--- src/rtl/com_gesture_filter.sv ---
// com_gesture_filter
//   Turns the per-frame centroid from center_of_mass into debounced,
//   one-shot rotate commands for game_state. Each valid_in frame is
//   classified against a square dead zone around screen center. A
//   direction must persist for STABLE_FRAMES frames before it fires. The
//   filter then stays latched until the gesture is released and a
//   cooldown of COOLDOWN_FRAMES neutral frames has elapsed.
//
//   Optional feature macro: COM_GESTURE_AUTOREPEAT_EN
//     When defined, holding the fired direction re-fires every
//     REPEAT_FRAMES frames. The REPEAT_FRAMES parameter only exists in
//     that build.
//
// Ports
//   clk_in        pixel clock
//   rst_in        asynchronous, active-low reset
//   x_in, y_in    centroid, sampled when valid_in=1
//   valid_in      one-cycle pulse per frame
//   cmd_out       00 up, 01 down, 10 right, 11 left; holds its last value
//   cmd_valid_out one-cycle command strobe, one clock after the firing frame
//   neutral_out   1 when the last classified frame was neutral
//   state_out     FSM state: 0 IDLE, 1 TRACK, 2 HOLD, 3 COOL
`timescale 1ns/1ps
module com_gesture_filter #(
    parameter int H_CENTER        = 512,
    parameter int V_CENTER        = 384,
    parameter int DEAD_ZONE       = 96,
    parameter int STABLE_FRAMES   = 4,
    parameter int COOLDOWN_FRAMES = 8
`ifdef COM_GESTURE_AUTOREPEAT_EN
    ,
    parameter int REPEAT_FRAMES   = 16
`endif
) (
    input  logic        clk_in,
    input  logic        rst_in,
    input  logic [10:0] x_in,
    input  logic [9:0]  y_in,
    input  logic        valid_in,
    output logic [1:0]  cmd_out,
    output logic        cmd_valid_out,
    output logic        neutral_out,
    output logic [1:0]  state_out
);

    typedef enum logic [1:0] {
        IDLE  = 2'd0,
        TRACK = 2'd1,
        HOLD  = 2'd2,
        COOL  = 2'd3
    } state_t;

    // Classification. Offsets are two's complement; magnitudes at 12 bits.
    logic [11:0] dx;
    logic [10:0] dy;
    logic [11:0] dy_ext;
    logic [11:0] mag_x;
    logic [11:0] mag_y;
    logic        is_neutral;
    logic        dx_pos;
    logic [1:0]  dir;

    assign dx         = {1'b0, x_in} - 12'(H_CENTER);
    assign dy         = {1'b0, y_in} - 11'(V_CENTER);
    assign dy_ext     = {dy[10], dy};
    assign mag_x      = dx[11] ? (12'd0 - dx) : dx;
    assign mag_y      = dy_ext[11] ? (12'd0 - dy_ext) : dy_ext;
    assign is_neutral = (mag_x <= 12'(DEAD_ZONE)) && (mag_y <= 12'(DEAD_ZONE));
    assign dx_pos     = !dx[11] && (dx != 12'd0);

    // Ties between the axes resolve to vertical.
    always_comb begin
        if (mag_x > mag_y) begin
            dir = dx_pos ? 2'b10 : 2'b11;
        end else begin
            dir = dy[10] ? 2'b00 : 2'b01;
        end
    end

    state_t      state_q, state_d;
    logic [1:0]  cand_q, cand_d;
    logic [3:0]  cnt_q, cnt_d;
    logic [3:0]  cnt_inc;
    logic [7:0]  cool_q, cool_d;
    logic        fire_q, fire_d;
    logic [1:0]  cmd_q, cmd_d;
    logic        cmd_valid_q, cmd_valid_d;
    logic        neutral_q, neutral_d;
`ifdef COM_GESTURE_AUTOREPEAT_EN
    logic [7:0]  rep_q, rep_d;
    logic [7:0]  rep_inc;
    assign rep_inc = rep_q + 8'd1;
`endif

    // Saturating frame counter: a long streak never wraps back below the threshold.
    assign cnt_inc = (cnt_q == 4'hF) ? 4'hF : cnt_q + 4'd1;

    always_comb begin
        state_d     = state_q;
        cand_d      = cand_q;
        cnt_d       = cnt_q;
        cool_d      = cool_q;
        neutral_d   = neutral_q;
        fire_d      = 1'b0;
        // A fire decided on a frame edge is presented on the following edge.
        cmd_valid_d = fire_q;
        cmd_d       = fire_q ? cand_q : cmd_q;
`ifdef COM_GESTURE_AUTOREPEAT_EN
        rep_d       = rep_q;
`endif
        if (valid_in) begin
            neutral_d = is_neutral;
`ifdef COM_GESTURE_AUTOREPEAT_EN
            // Only a same-direction frame in HOLD keeps the repeat count alive.
            rep_d     = 8'd0;
`endif
            case (state_q)
                IDLE: begin
                    if (!is_neutral) begin
                        cand_d = dir;
                        cnt_d  = 4'd1;
                        if (STABLE_FRAMES == 1) begin
                            fire_d  = 1'b1;
                            state_d = HOLD;
                        end else begin
                            state_d = TRACK;
                        end
                    end
                end
                TRACK: begin
                    if (is_neutral) begin
                        state_d = IDLE;
                        cnt_d   = 4'd0;
                    end else if (dir != cand_q) begin
                        cand_d = dir;
                        cnt_d  = 4'd1;
                    end else begin
                        cnt_d = cnt_inc;
                        if (cnt_inc >= 4'(STABLE_FRAMES)) begin
                            fire_d  = 1'b1;
                            state_d = HOLD;
                        end
                    end
                end
                HOLD: begin
                    if (is_neutral) begin
                        if (COOLDOWN_FRAMES == 0) begin
                            state_d = IDLE;
                        end else begin
                            cool_d  = 8'(COOLDOWN_FRAMES);
                            state_d = COOL;
                        end
                    end
`ifdef COM_GESTURE_AUTOREPEAT_EN
                    else if (dir == cand_q) begin
                        if (rep_inc >= 8'(REPEAT_FRAMES)) begin
                            fire_d = 1'b1;
                        end else begin
                            rep_d = rep_inc;
                        end
                    end
`endif
                end
                COOL: begin
                    if (is_neutral) begin
                        cool_d = cool_q - 8'd1;
                        if (cool_q == 8'd1) begin
                            state_d = IDLE;
                        end
                    end else begin
                        state_d = HOLD;
                    end
                end
                default: state_d = IDLE;
            endcase
        end
    end

    always_ff @(posedge clk_in or negedge rst_in) begin
        if (!rst_in) begin
            state_q     <= IDLE;
            cand_q      <= 2'b00;
            cnt_q       <= 4'd0;
            cool_q      <= 8'd0;
            fire_q      <= 1'b0;
            cmd_q       <= 2'b00;
            cmd_valid_q <= 1'b0;
            neutral_q   <= 1'b1;
`ifdef COM_GESTURE_AUTOREPEAT_EN
            rep_q       <= 8'd0;
`endif
        end else begin
            state_q     <= state_d;
            cand_q      <= cand_d;
            cnt_q       <= cnt_d;
            cool_q      <= cool_d;
            fire_q      <= fire_d;
            cmd_q       <= cmd_d;
            cmd_valid_q <= cmd_valid_d;
            neutral_q   <= neutral_d;
`ifdef COM_GESTURE_AUTOREPEAT_EN
            rep_q       <= rep_d;
`endif
        end
    end

    assign cmd_out       = cmd_q;
    assign cmd_valid_out = cmd_valid_q;
    assign neutral_out   = neutral_q;
    assign state_out     = state_q;

endmodule

--- config.mk ---
export PLATFORM = sky130hd
export DESIGN_NAME = com_gesture_filter
export DESIGN_NICKNAME = d
export VERILOG_FILES = /design/src/rtl/com_gesture_filter.sv
export SDC_FILE = /design/constraint.sdc
export NUM_CORES = 1
export LEC_CHECK = 0
export CORE_MARGIN = 10
export CORE_UTILIZATION = 45
export CTS_BUF_LIST = sky130_fd_sc_hd__clkbuf_2 sky130_fd_sc_hd__clkbuf_4 sky130_fd_sc_hd__clkbuf_8
export DETAILED_ROUTE_END_ITERATION = 6
export PLACE_DENSITY = 0.72
export SYNTH_ARGS = -nofsm -noshare
export SYNTH_HDL_FRONTEND = slang
export SYNTH_SLANG_ARGS = --single-unit
--- constraint.sdc ---
create_clock -name clk_in -period 2.59 [get_ports clk_in]
set_clock_uncertainty 0.2 [all_clocks]
set_input_delay 0.6475 -clock clk_in [delete_from_list [all_inputs] [get_ports clk_in]]
set_output_delay 0.6475 -clock clk_in [all_outputs]
set_load 0.01 [all_outputs]
Yosys cells after proc, flatten, opt, wreduce, memory -nomap -nowiden
Cells that the tools add are included.

storage, ports and cells
  logic and storage cells = 73
  bits in registers = 21

operators by class
  $lt $le $gt $ge = 4
  mux-type cells = 30
  reduce and logical (&&, ||, !) cells = 11
  equality and inequality tests = 14
  $add $sub $neg = 6

operators by type and width
  operator                                                                           number
  12-bit by 7-bit less-or-equal comparator with 1-bit output, second input constant  2
  12-bit 2-to-1 mux                                                                  2
  2-bit 2-to-1 mux                                                                   11
  4-bit 2-to-1 mux                                                                   4
  8-bit 2-to-1 mux                                                                   2
  8-bit one-hot mux with 2 select lines                                              1
  12-bit > comparator                                                                1
  12-bit nonzero test                                                                1
  1-bit by 11-bit subtractor with 12-bit output, first input constant                1
  1-bit by 12-bit subtractor with 12-bit output, first input constant                1
  11-bit by 10-bit subtractor with 12-bit output, second input constant              1
  10-bit by 9-bit subtractor with 11-bit output, second input constant               1
  2-bit != test, second input constant                                               5
  3-bit != test, second input constant                                               3
  8-bit by 1-bit equality test with 1-bit output, second input constant              1
  2-bit one-hot mux with 4 select lines                                              1
  4-bit one-hot mux with 2 select lines                                              1
  8-bit by 1-bit subtractor with 8-bit output, second input constant                 1
  1-bit 2-to-1 mux                                                                   7
  6-bit AND reduction                                                                1
  5-bit AND reduction                                                                1
  4-bit by 1-bit adder with 4-bit output, second input constant                      1
  2-bit equality test, second input constant                                         2
  4-bit equality test, second input constant                                         1
  10 further kinds                                                                   12

Logic depth before layout (Yosys ltp)
Gate-level depths: netlist (run 1).

  depth in word-level cells = 10
  mapped depth = 16
  mapped depth without buffers = 15

Worst setup path before layout (run 1)
OpenSTA, ideal clock, no wires.

  path kind = input port to flip-flop
  start = in x_in[4]
  end = reg cnt_q[0]
  setup time = 0.118 ns
  required time = 2.272 ns
  cell stages on the path = 14
  path slack = -1.567 ns
  arrival time = 3.839 ns
  cell sequence = buf_2 or4_4 buf_6 o31ai_1 xor2_1 ha_1 nand4_1 or2_2 a21o_1 a31oi_1 mux2i_1 xnor2_1 a41oi_1 a21o_1

on the way
  longest elaborated chain between the ends = 9
  elaborated cells between the ends (all ways) = 17
  those cells by class = 2 x add/sub; 2 x order compare; 2 x eq/ne; 6 x mux; 5 x reduce/logical

RTL lines
  what                                                                   line    source
  start: declaration                                                     37      input logic [10:0] x_in,
  11-bit by 10-bit subtractor with 12-bit output *                       63      assign dx = {1'b0, x_in} - 12'(H_CENTER);
  1-bit by 12-bit subtractor with 12-bit output (tied with other cells)  66      assign mag_x = dx[11] ? (12'd0 - dx) : dx;
  12-bit 2-to-1 mux or 1-bit logical AND (tied branches)                 66, 69
  12-bit > comparator or 1-bit 2-to-1 mux (tied branches)                73, 74
  2-bit 2-to-1 mux                                                       73      if (mag_x > mag_y) begin
  2-bit != test                                                          134     end else if (dir != cand_q) begin
  4-bit 2-to-1 mux                                                       134
  4-bit 2-to-1 mux                                                       131     if (is_neutral) begin
  4-bit one-hot mux with 2 select lines                                  117     case (state_q)
  end signal: assignment                                                 195     cnt_q <= cnt_d;
  end: declaration                                                       82      logic [3:0] cnt_q, cnt_d;

Every way passes the cells marked *; elsewhere a longest branch is shown, timed or not.
A chain may end at the register's enable or synchronous reset.

Final worst setup path (run 1)
  start = in x_in[3]
  end = reg cnt_q[0]

Same word-level chain as after synthesis.

==> qor.yml, run 1 <==
outcome: "complete, but fails checks"
violations: "setup timing"
post-dp-hpwl_mm: 4.57
fin_crit_sh_pct: 146
final_util_pct: 77.4
synth-edff-count: 0
path_buf_inv: 2
relSlewSlack_pct: 57.8
async_flop_share_pct: 100
required_ps: 2550
gp_congestion: 0.882
criticalPathCategory: "input pin to flop"
num_rows: 25
grt_util_all_layers_pct: 15.4
syn_to_final_growth_pct: 66.8
syn-mean-instance-area_sq_um: 8.40
grt_pass1_wl_mm: 10.8
die_x_microns: 89.8
grt_antenna_before_repair: 0
max_cap_viol_count: 0
synth_ff_type: "dfrtp_1"
place_inst: 407
ioPinCount: 30
nets: 410
clock_path_buffers: 2
worstPathCellList: "buf_6 > or4_4 > buf_6 > o21ai_4 > xnor2_2 > ha_1 > nand4_1 > or2_4 > a21o_1 > a31oi_4 > mux2i_4 > xnor2_2 > a41oi_2 > a21o_1"
path_clk_slew_ps: 80
clkLatencyLatePin_ps: 270
cts_tree: "done"
critPathLaunchType: "input pin"
cts.sink_count: 21
setup_violations: 18
grt_pass1_vias: 2472
cpPeakStageDelay_ps: 610
dr_total_vias: 2450
numCtsBuffers: 3
wl_mm: 7.08
critPathTopFamily: "simple AND/OR/NAND/NOR gates"
yosys_warnings: 0
coreArea_sq_um: 4720
ys_seq_elements: 21
crit_arrival_ps: 3730
crit_path_end_kind: "flop"
overflow: 0
die_h_microns: 89.8
cpMaxStageDelayCell: "or4_4"
synth_fp_nets: 306
start_util_pct: 46.4
synth_area_sq_um: 2190
max_freq_mhz: 265
ys_seq_area_share_pct: 24.0
cts.hold.buffers_added: 0
drive_above_1_share_pct: 47.3
fin_crit_ps: 3780
port_buffers: 29
grt_max_degree: 22
drt-pass1-iter-count: 5
cts_root_buffer: "clkbuf_8"
drt-initial-drc-count: 67
n_antenna_cell: 0
nFillCells: 311
ir_worst_vdd_mv: 0.249
ys_types: 54
wire_per_inst_microns: 16.4
stdcell_count: 431
critical_path.max_fanout: 5
hold_viol_final: 0
slew_violations: 0
syn_inst: 261
worst_slack_ps: -1190
cts_max_level: 1
pwr_density_cell_nw_per_um2: 435
ant_nets: 0
drc: 0
hold_path_class: "flop to flop"
worst_slew_pin_slew_ps: 631
vias_per_cell: 5.68
power.leakage_nw: 1.60
rsz0062_at_grt: "yes"
dieArea_sq_um: 8060
-- Yosys cell counts (2+ instances only) --
master,number,share of area (%)
xor2_1,5,2.0
or3_1,2,0.57
nor2_1,18,3.1
inv_1,12,2.1
buf_6,3,1.5
clkbuf_1,4,0.68
a41oi_1,2,0.80
nand4b_1,4,1.6
dfrtp_1,20,23
o21ai_1,2,0.46
o31ai_1,3,1.0
o211ai_1,3,1.0
a21o_1,5,1.7
and2_1,3,0.86
nor2b_1,2,0.57
a31oi_1,8,2.3
xnor2_1,16,6.4
nor4b_1,3,1.2
nand3b_1,3,1.0
a211o_1,3,1.2
buf_1,2,0.34
buf_2,3,0.68
a21oi_1,15,3.4
and3_1,4,1.1
nor3_1,7,1.6
ha_1,21,12
nand4_1,6,1.7
or2_2,3,0.86
o21ai_0,20,4.6
nand3_1,7,1.6
nand2_1,15,2.6
mux2_2,5,2.6
nand2b_1,5,1.4
a311o_1,2,0.91
nor4_1,6,1.7
-- metrics by stage --
step | area [sq um] | TNS [ps] | worst slack [ps] | power, mW | hold slack [ps]
6_report | 3660 | -16350 | -1190 | 1.59 | 273
5_1_grt | 3660 | -17770 | -1290 | 1.68 | 278
4_1_cts | 3350 | -16810 | -1090 | 1.44 | 273
3_5_place_dp | 3040 | -27790 | -1740 | 1.14 | 251
3_3_place_gp | 3040 | -26670 | -1650 | 1.12 | 256
2_1_floorplan | 2290 | -15940 | -1250 | 0.849 | 152
-- timing repair --
| item | in CTS | in global routing |
|---|---|---|
| gates cloned | 2 | 0 |
| endpoints found under the setup margin | 18 | 18 |
| gates resized for setup | 79 | 63 |
| setup buffers | 6 | 14 |
| pin swaps | 31 | 42 |
-- final cells by class --
type	instances	area [sq um]	share of cell area, %
flip-flops and latches	21	527	14.4
inverters	12	45.0	1.23
repair buffers	112	986	27.0
clock inverters	1	5.00	0.137
multi-input cells	215	1970	53.8
clock buffers	3	41.3	1.13
well taps	67	83.8	2.29
-- layer usage --
metal,global-route usage (%),vias up,part of all wire [%]
met5,0,-,0
met4,6.87,0,3.4
met3,2.24,28,4.3
met2,28.8,85,54
met1,16.6,1157,39
li1,-,1180,-
-- power breakdown --
part           leakage (nW)  total [mW]  internal (mW)  switching (mW)
clock network        0.0255       0.223          0.108           0.115
logic                  1.33       0.901          0.452           0.449
registers             0.250       0.468          0.382          0.0860
-- kinds of logic (layout without fill, tap and decap cells) --
logic type	count (synthesis)	after routing	share of synthesized area (%)
XOR/XNOR	21	21	8.39
other	1	1	0.171
AND/OR/NAND/NOR	94	94	25.0
AO/OA/AOI/OAI	72	72	21.7
multiplexers	6	6	3.02
flip-flops	21	21	24.0
adder cells (fa/ha/maj)	21	21	12.0
buffers and inverters	25	128	5.65
-- registers in the layout, indices dropped and copies added (netlist names), named ones only --
signal         count
cool_q             8
cmd_valid_d        1
neutral_out        1
cand_q             2
cmd_out            2
state_out          1
cnt_q              4
cmd_valid_out      1
-- placed cells by master, fill, tap and decap left out, drive strengths merged, types with 9 or more instances in the layout --
master  count
a21oi      15
buf        88
clkbuf      9
dfrtp      20
ha         21
inv        12
nand2      15
nor2       19
o21ai      23
xnor2      16
-- worst paths after layout --
check | startpoint | end | slack [ps] | cells past startpoint
max in group asynchronous | rst_in | neutral_out$_DFFE_PN1P_ | 1400 | 2
setup / recovery | x_in[3] | cnt_q[0]$_DFFE_PN0P_ | -1190 | 14
hold reg to reg | cmd_valid_d$_DFF_PN0_ | cmd_valid_out$_DFF_PN0_ | 270 | 0
hold / removal | cmd_valid_d$_DFF_PN0_ | cmd_valid_out$_DFF_PN0_ | 270 | 0
min in group asynchronous | rst_in | cnt_q[0]$_DFFE_PN0P_ | 520 | 2
setup reg to reg | state_out[0]$_DFFE_PN0P_ | cnt_q[0]$_DFFE_PN0P_ | 650 | 5
No activity file was read; power rests on OpenSTA's default activity.
==> inputs of run 2 (changes only) <==
MAX_ROUTING_LAYER = met4   (was default)
==> qor.yml, run 2 (same netlist as run 1, synthesis figures left out) <==
path_clk_slew_ps: 80  # about the same
grt_max_degree: 22  # unchanged
dieArea_sq_um: 8060  # unchanged
nets: 410  # unchanged
ioPinCount: 30  # unchanged
fin_crit_ps: 3780  # +5.25 ps
criticalPathCategory: "input pin to flop"
grt_antenna_before_repair: 0  # unchanged
stdcell_count: 431  # unchanged
fin_crit_sh_pct: 146  # +0.20 points
drt-initial-drc-count: 55  # -18%
drive_above_1_share_pct: 47.3  # unchanged
cts.hold.buffers_added: 0  # unchanged
critPathLaunchType: "input pin"
power.leakage_nw: 1.60  # unchanged
cts_tree: "done"
place_ws_ps: -1740  # unchanged
regMostFlops: "cool_q"
num_rows: 25  # unchanged
n_antenna_cell: 0  # unchanged
hold_viol_final: 0  # unchanged
slew_violations: 0  # unchanged
pwr_density_cell_nw_per_um2: 436  # +0.18%
numCtsBuffers: 3  # unchanged
critical_path.max_fanout: 5  # unchanged
cts_root_buffer: "clkbuf_8"
ant_nets: 0  # unchanged
cts_max_level: 1  # unchanged
crit_arrival_ps: 3740  # about the same
port_buffers: 29  # unchanged
worst_slack_ps: -1190  # -5.25 ps
worst_slew_pin_slew_ps: 629  # -1.98 ps
layout_commonest_cell: "buf_4"
tns_ps: -16460  # -110 ps
wl_mm: 7.10  # +0.28%
nFillCells: 311  # unchanged
setup_violations: 18  # unchanged
min_from: "cmd_valid_d$_DFF_PN0_"
drc: 0  # unchanged
post-dp-hpwl_mm: 4.57  # unchanged
coreArea_sq_um: 4720  # unchanged
crit_path_end_kind: "flop"
vias_per_cell: 5.61  # -1.2%
max_freq_mhz: 264  # -0.14%
clkLatencyLatePin_ps: 270  # about the same
largest_register_ffs: 8  # unchanged
clock_path_buffers: 2  # unchanged
gp_congestion: 0.897  # +1.6%
final_util_pct: 77.4  # unchanged
overflow: 0  # unchanged
die_h_microns: 89.8  # unchanged
relSlewSlack_pct: 58.0  # +0.13 points
syn_to_final_growth_pct: 66.8  # unchanged
outcome: "complete, but fails checks"
ir_worst_vdd_mv: 0.249  # -0.28%
hold_path_class: "flop to flop"
required_ps: 2550  # about the same
violations: "setup timing"
wire_per_inst_microns: 16.5  # +0.28%
multi_input_area_sq_um: 1970  # unchanged
r2r-start: "state_out[0]$_DFFE_PN0P_"
rsz0062_at_grt: "yes"
largest_registers: "cool_q x8, cnt_q x4"
die_x_microns: 89.8  # unchanged
worstSetupStartpoint: "x_in[3]"
layout_common_cells: "buf_4, dfrtp_1, nor2_1, ha_1, nand2_1"
cts.sink_count: 21  # unchanged
max_cap_viol_count: 0  # unchanged
grt_pass1_vias: 2471  # -0.040%
start_util_pct: 46.4  # unchanged
regArea_sq_um: 527  # unchanged
grt_util_all_layers_pct: 15.8  # +0.44 points
place_inst: 407  # unchanged
drt-pass1-iter-count: 6  # +1
dr_total_vias: 2420  # -1.2%
grt_pass1_wl_mm: 10.8  # about the same
run 2: cell counts in the layout (fill, tap and decap cells not counted):
No cell type changed its count.
run 2: final timing paths:
path	endpoint	slack (ps)	cells past startpoint
worst max-delay path	cnt_q[0]$_DFFE_PN0P_	-1190	14
min in group asynchronous	cnt_q[0]$_DFFE_PN0P_	520	2
worst min-delay path	cmd_valid_out$_DFF_PN0_	270	0
worst max register to register	cnt_q[0]$_DFFE_PN0P_	640	5
worst min register to register	cmd_valid_out$_DFF_PN0_	270	0
max in group asynchronous	neutral_out$_DFFE_PN1P_	1400	2
run 2: timing repair:
action | CTS | global route
pin swaps | 31 | 42
endpoints found under the hold margin | 0 | 0
endpoints found under the setup margin | 18 | 18
resized for setup | 79 | 63
gates cloned | 2 | 0
buffers inserted | 6 | 14
run 2: metal layers:
layer / GRT usage [%] / part of all wire [%]
met2: 28.8 / 54
met1: 16.9 / 39
met3: 1.91 / 3.8
met4: 6.87 / 3.3
met5: - / 0
run 2: stage by stage:
stage | instance area [sq um] | total power, mW | hold WS [ps]
global route | 3660 | 1.68 | 278
detailed placement | 3040 | 1.14 | 251
global placement | 3040 | 1.12 | 256
finish | 3660 | 1.59 | 274
CTS | 3350 | 1.44 | 273
floorplan | 2290 | 0.849 | 152
run 2: final cells by class:
class	count	share of cell area (%)
Multi-Input combinational cell	215	53.8
Timing Repair Buffer	112	27.0
Sequential cell	21	14.4
Tap cell	67	2.29
Inverter	12	1.23
Clock buffer	3	1.13
Clock inverter	1	0.137
run 2: worst max-delay path, cell delays in order:
cell	delay (ps)
buf_6	90
or4_4	610
buf_6	160
o21ai_4	140
xnor2_2	80
ha_1	310
nand4_1	110
or2_4	270
a21o_1	180
a31oi_4	230
mux2i_4	330
xnor2_2	200
a41oi_2	170
a21o_1	190
run 2: power by group:
part / switching [mW] / total, mW / internal [mW]
sequential: 0.0874 / 0.469 / 0.382
combinational: 0.450 / 0.902 / 0.452
clock: 0.116 / 0.223 / 0.108
total: 0.653 / 1.59 / 0.942
==> inputs of run 3 (changes only) <==
SKIP_LAST_GASP = 1   (was default)
==> qor.yml, run 3 (same netlist as run 1, synthesis figures left out) <==
r2r-start: "state_out[0]$_DFFE_PN0P_"
holdWs_ps: 270  # -4.29 ps
place_inst: 407  # unchanged
hold_viol_final: 0  # unchanged
pwr_density_cell_nw_per_um2: 438  # +0.54%
ir_worst_vdd_mv: 0.252  # +1.2%
regArea_sq_um: 527  # unchanged
layout_common_cells: "buf_4, dfrtp_1, nor2_1, ha_1, nand2_1"
max_freq_mhz: 264  # about the same
wl_mm: 7.09  # about the same
grt_max_degree: 22  # unchanged
wire_per_inst_microns: 16.5  # +0.15%
drt-initial-drc-count: 60  # +9.1%
fin_crit_ps: 3780  # +3.60 ps
critPathTopFamily: "simple AND/OR/NAND/NOR gates"
grt_util_met1_pct: 16.9  # unchanged
criticalPathCategory: "input pin to flop"
largest_registers: "cool_q x8, cnt_q x4"
dieArea_sq_um: 8060  # unchanged
syn_to_final_growth_pct: 66.6
ant_nets: 0  # unchanged
path_buf_inv: 2  # unchanged
numCtsBuffers: 3  # unchanged
worst_slack_ps: -1190  # -3.60 ps
rsz0062_at_grt: "yes"
die_x_microns: 89.8  # unchanged
grt_util_all_layers_pct: 15.8  # unchanged
final_util_pct: 77.3  # -0.13 points
hold_path_class: "flop to flop"
clock_path_buffers: 2  # unchanged
busiest_layer: "met2"
power.leakage_nw: 1.59  # -0.39%
cpPeakStageDelay_ps: 610  # about the same
required_ps: 2550  # about the same
gp_congestion: 0.897  # unchanged
slew_violations: 0  # unchanged
outcome: "complete, but fails checks"
met2_usage_pct: 28.8  # unchanged
drt-pass1-iter-count: 5  # -1
regMostFlops: "cool_q"
crit_arrival_ps: 3740  # about the same
max_cap_viol_count: 0  # unchanged
vias_per_cell: 5.74  # +2.3%
setup_violations: 18  # unchanged
num_rows: 25  # unchanged
place_ws_ps: -1740  # unchanged
n_antenna_cell: 0  # unchanged
grt_pass1_wl_mm: 10.8  # unchanged
port_buffers: 29  # unchanged
nFillCells: 309  # -0.64%
layout_commonest_cell: "buf_4"
min_from: "cmd_valid_d$_DFF_PN0_"
cpMaxStageDelayCell: "or4_4"
cts.hold.buffers_added: 0  # unchanged
post-dp-hpwl_mm: 4.57  # unchanged
worst_slew_pin_slew_ps: 637  # +8.49 ps
grt.met3_usage_pct: 1.91  # unchanged
cts_max_level: 1  # unchanged
nets: 409  # -0.24%
critPathLaunchType: "input pin"
fin_crit_sh_pct: 146  # about the same
r2r_setup_slack_ps: 630  # about the same
cp.depth: 14  # unchanged
start_util_pct: 46.4  # unchanged
coreArea_sq_um: 4720  # unchanged
dr_total_vias: 2469  # +2.0%
drive_above_1_share_pct: 47.1  # -0.15 points
crit_path_end_kind: "flop"
hold_path_depth: 0  # unchanged
cts.sink_count: 21  # unchanged
path_clk_slew_ps: 80  # about the same
grt_antenna_before_repair: 0  # unchanged
grt_pass1_vias: 2470  # -0.040%
reg2regPathDepth: 5  # unchanged
drc: 0  # unchanged
relSlewSlack_pct: 57.4  # -0.57 points
worstSetupStartpoint: "x_in[3]"
clkLatencyLatePin_ps: 270  # about the same
critical_path.max_fanout: 5  # unchanged
cts_root_buffer: "clkbuf_8"
die_h_microns: 89.8  # unchanged
multi_input_area_sq_um: 1970  # +0.13%
cts_tree: "done"
largest_register_ffs: 8  # unchanged
overflow: 0  # unchanged
violations: "setup timing"
stdcell_count: 430  # -0.23%
worstPathCellList: "buf_6 > or4_4 > buf_6 > o21ai_4 > xnor2_2 > ha_1 > nand4_1 > or2_4 > a21o_1 > a31oi_4 > mux2i_4 > xnor2_2 > a41oi_2 > a21o_1"
ioPinCount: 30  # unchanged
[run 3: cell count changes in the layout (fill, tap and decap cells not counted)]
| cell | change |
|---|---|
| o21ai_1 | -1 |
| inv_2 | -1 |
| o21ai_0 | +1 |
| a31oi_2 | +1 |
| xnor2_4 | +1 |
| buf_6 | -1 |
| inv_4 | +1 |
| a31oi_4 | -1 |
| xnor2_2 | -1 |
[run 3: area by class of cell]
cell class / count / share of cell area (%)
inverter: 12 / 1.30
sequential: 21 / 14.4
tap: 67 / 2.30
clock inverter: 1 / 0.137
timing repair buffer: 111 / 26.7
clock buffer: 3 / 1.13
multi-input combinational: 215 / 54.0
[run 3: metal layers]
metal  up-vias  part of all wire [%]
met4         0                   3.5
met2        83                    53
met1      1177                    40
met3        29                   3.0
met5         -                     0
li1       1180                     -
[run 3: timing repair]
item / 4_1_cts / 5_1_grt
resized for setup: 78 / 63
cloned: 2 / 0
endpoints found under the hold margin: 0 / 0
setup buffers: 6 / 13
endpoints found under the setup margin: 18 / 18
pin swaps: 30 / 41
[run 3: path summary, 6_finish.rpt]
path,to
max in group asynchronous,neutral_out$_DFFE_PN1P_
min in group asynchronous,cnt_q[0]$_DFFE_PN0P_
max reg2reg,cnt_q[0]$_DFFE_PN0P_
min,cmd_valid_out$_DFF_PN0_
min reg2reg,cmd_valid_out$_DFF_PN0_
max,cnt_q[0]$_DFFE_PN0P_
[run 3: report_power, final]
part	internal [mW]	switching, mW
clock	0.108	0.118
combinational	0.458	0.444
sequential	0.382	0.0912
[run 3: stage by stage]
step	area, sq um	power, mW	TNS [ps]
2_1_floorplan	2290	0.849	-15940
3_3_place_gp	3040	1.12	-26670
3_5_place_dp	3040	1.14	-27790
4_1_cts	3350	1.44	-16840
5_1_grt	3650	1.68	-17970
6_report	3650	1.60	-16540
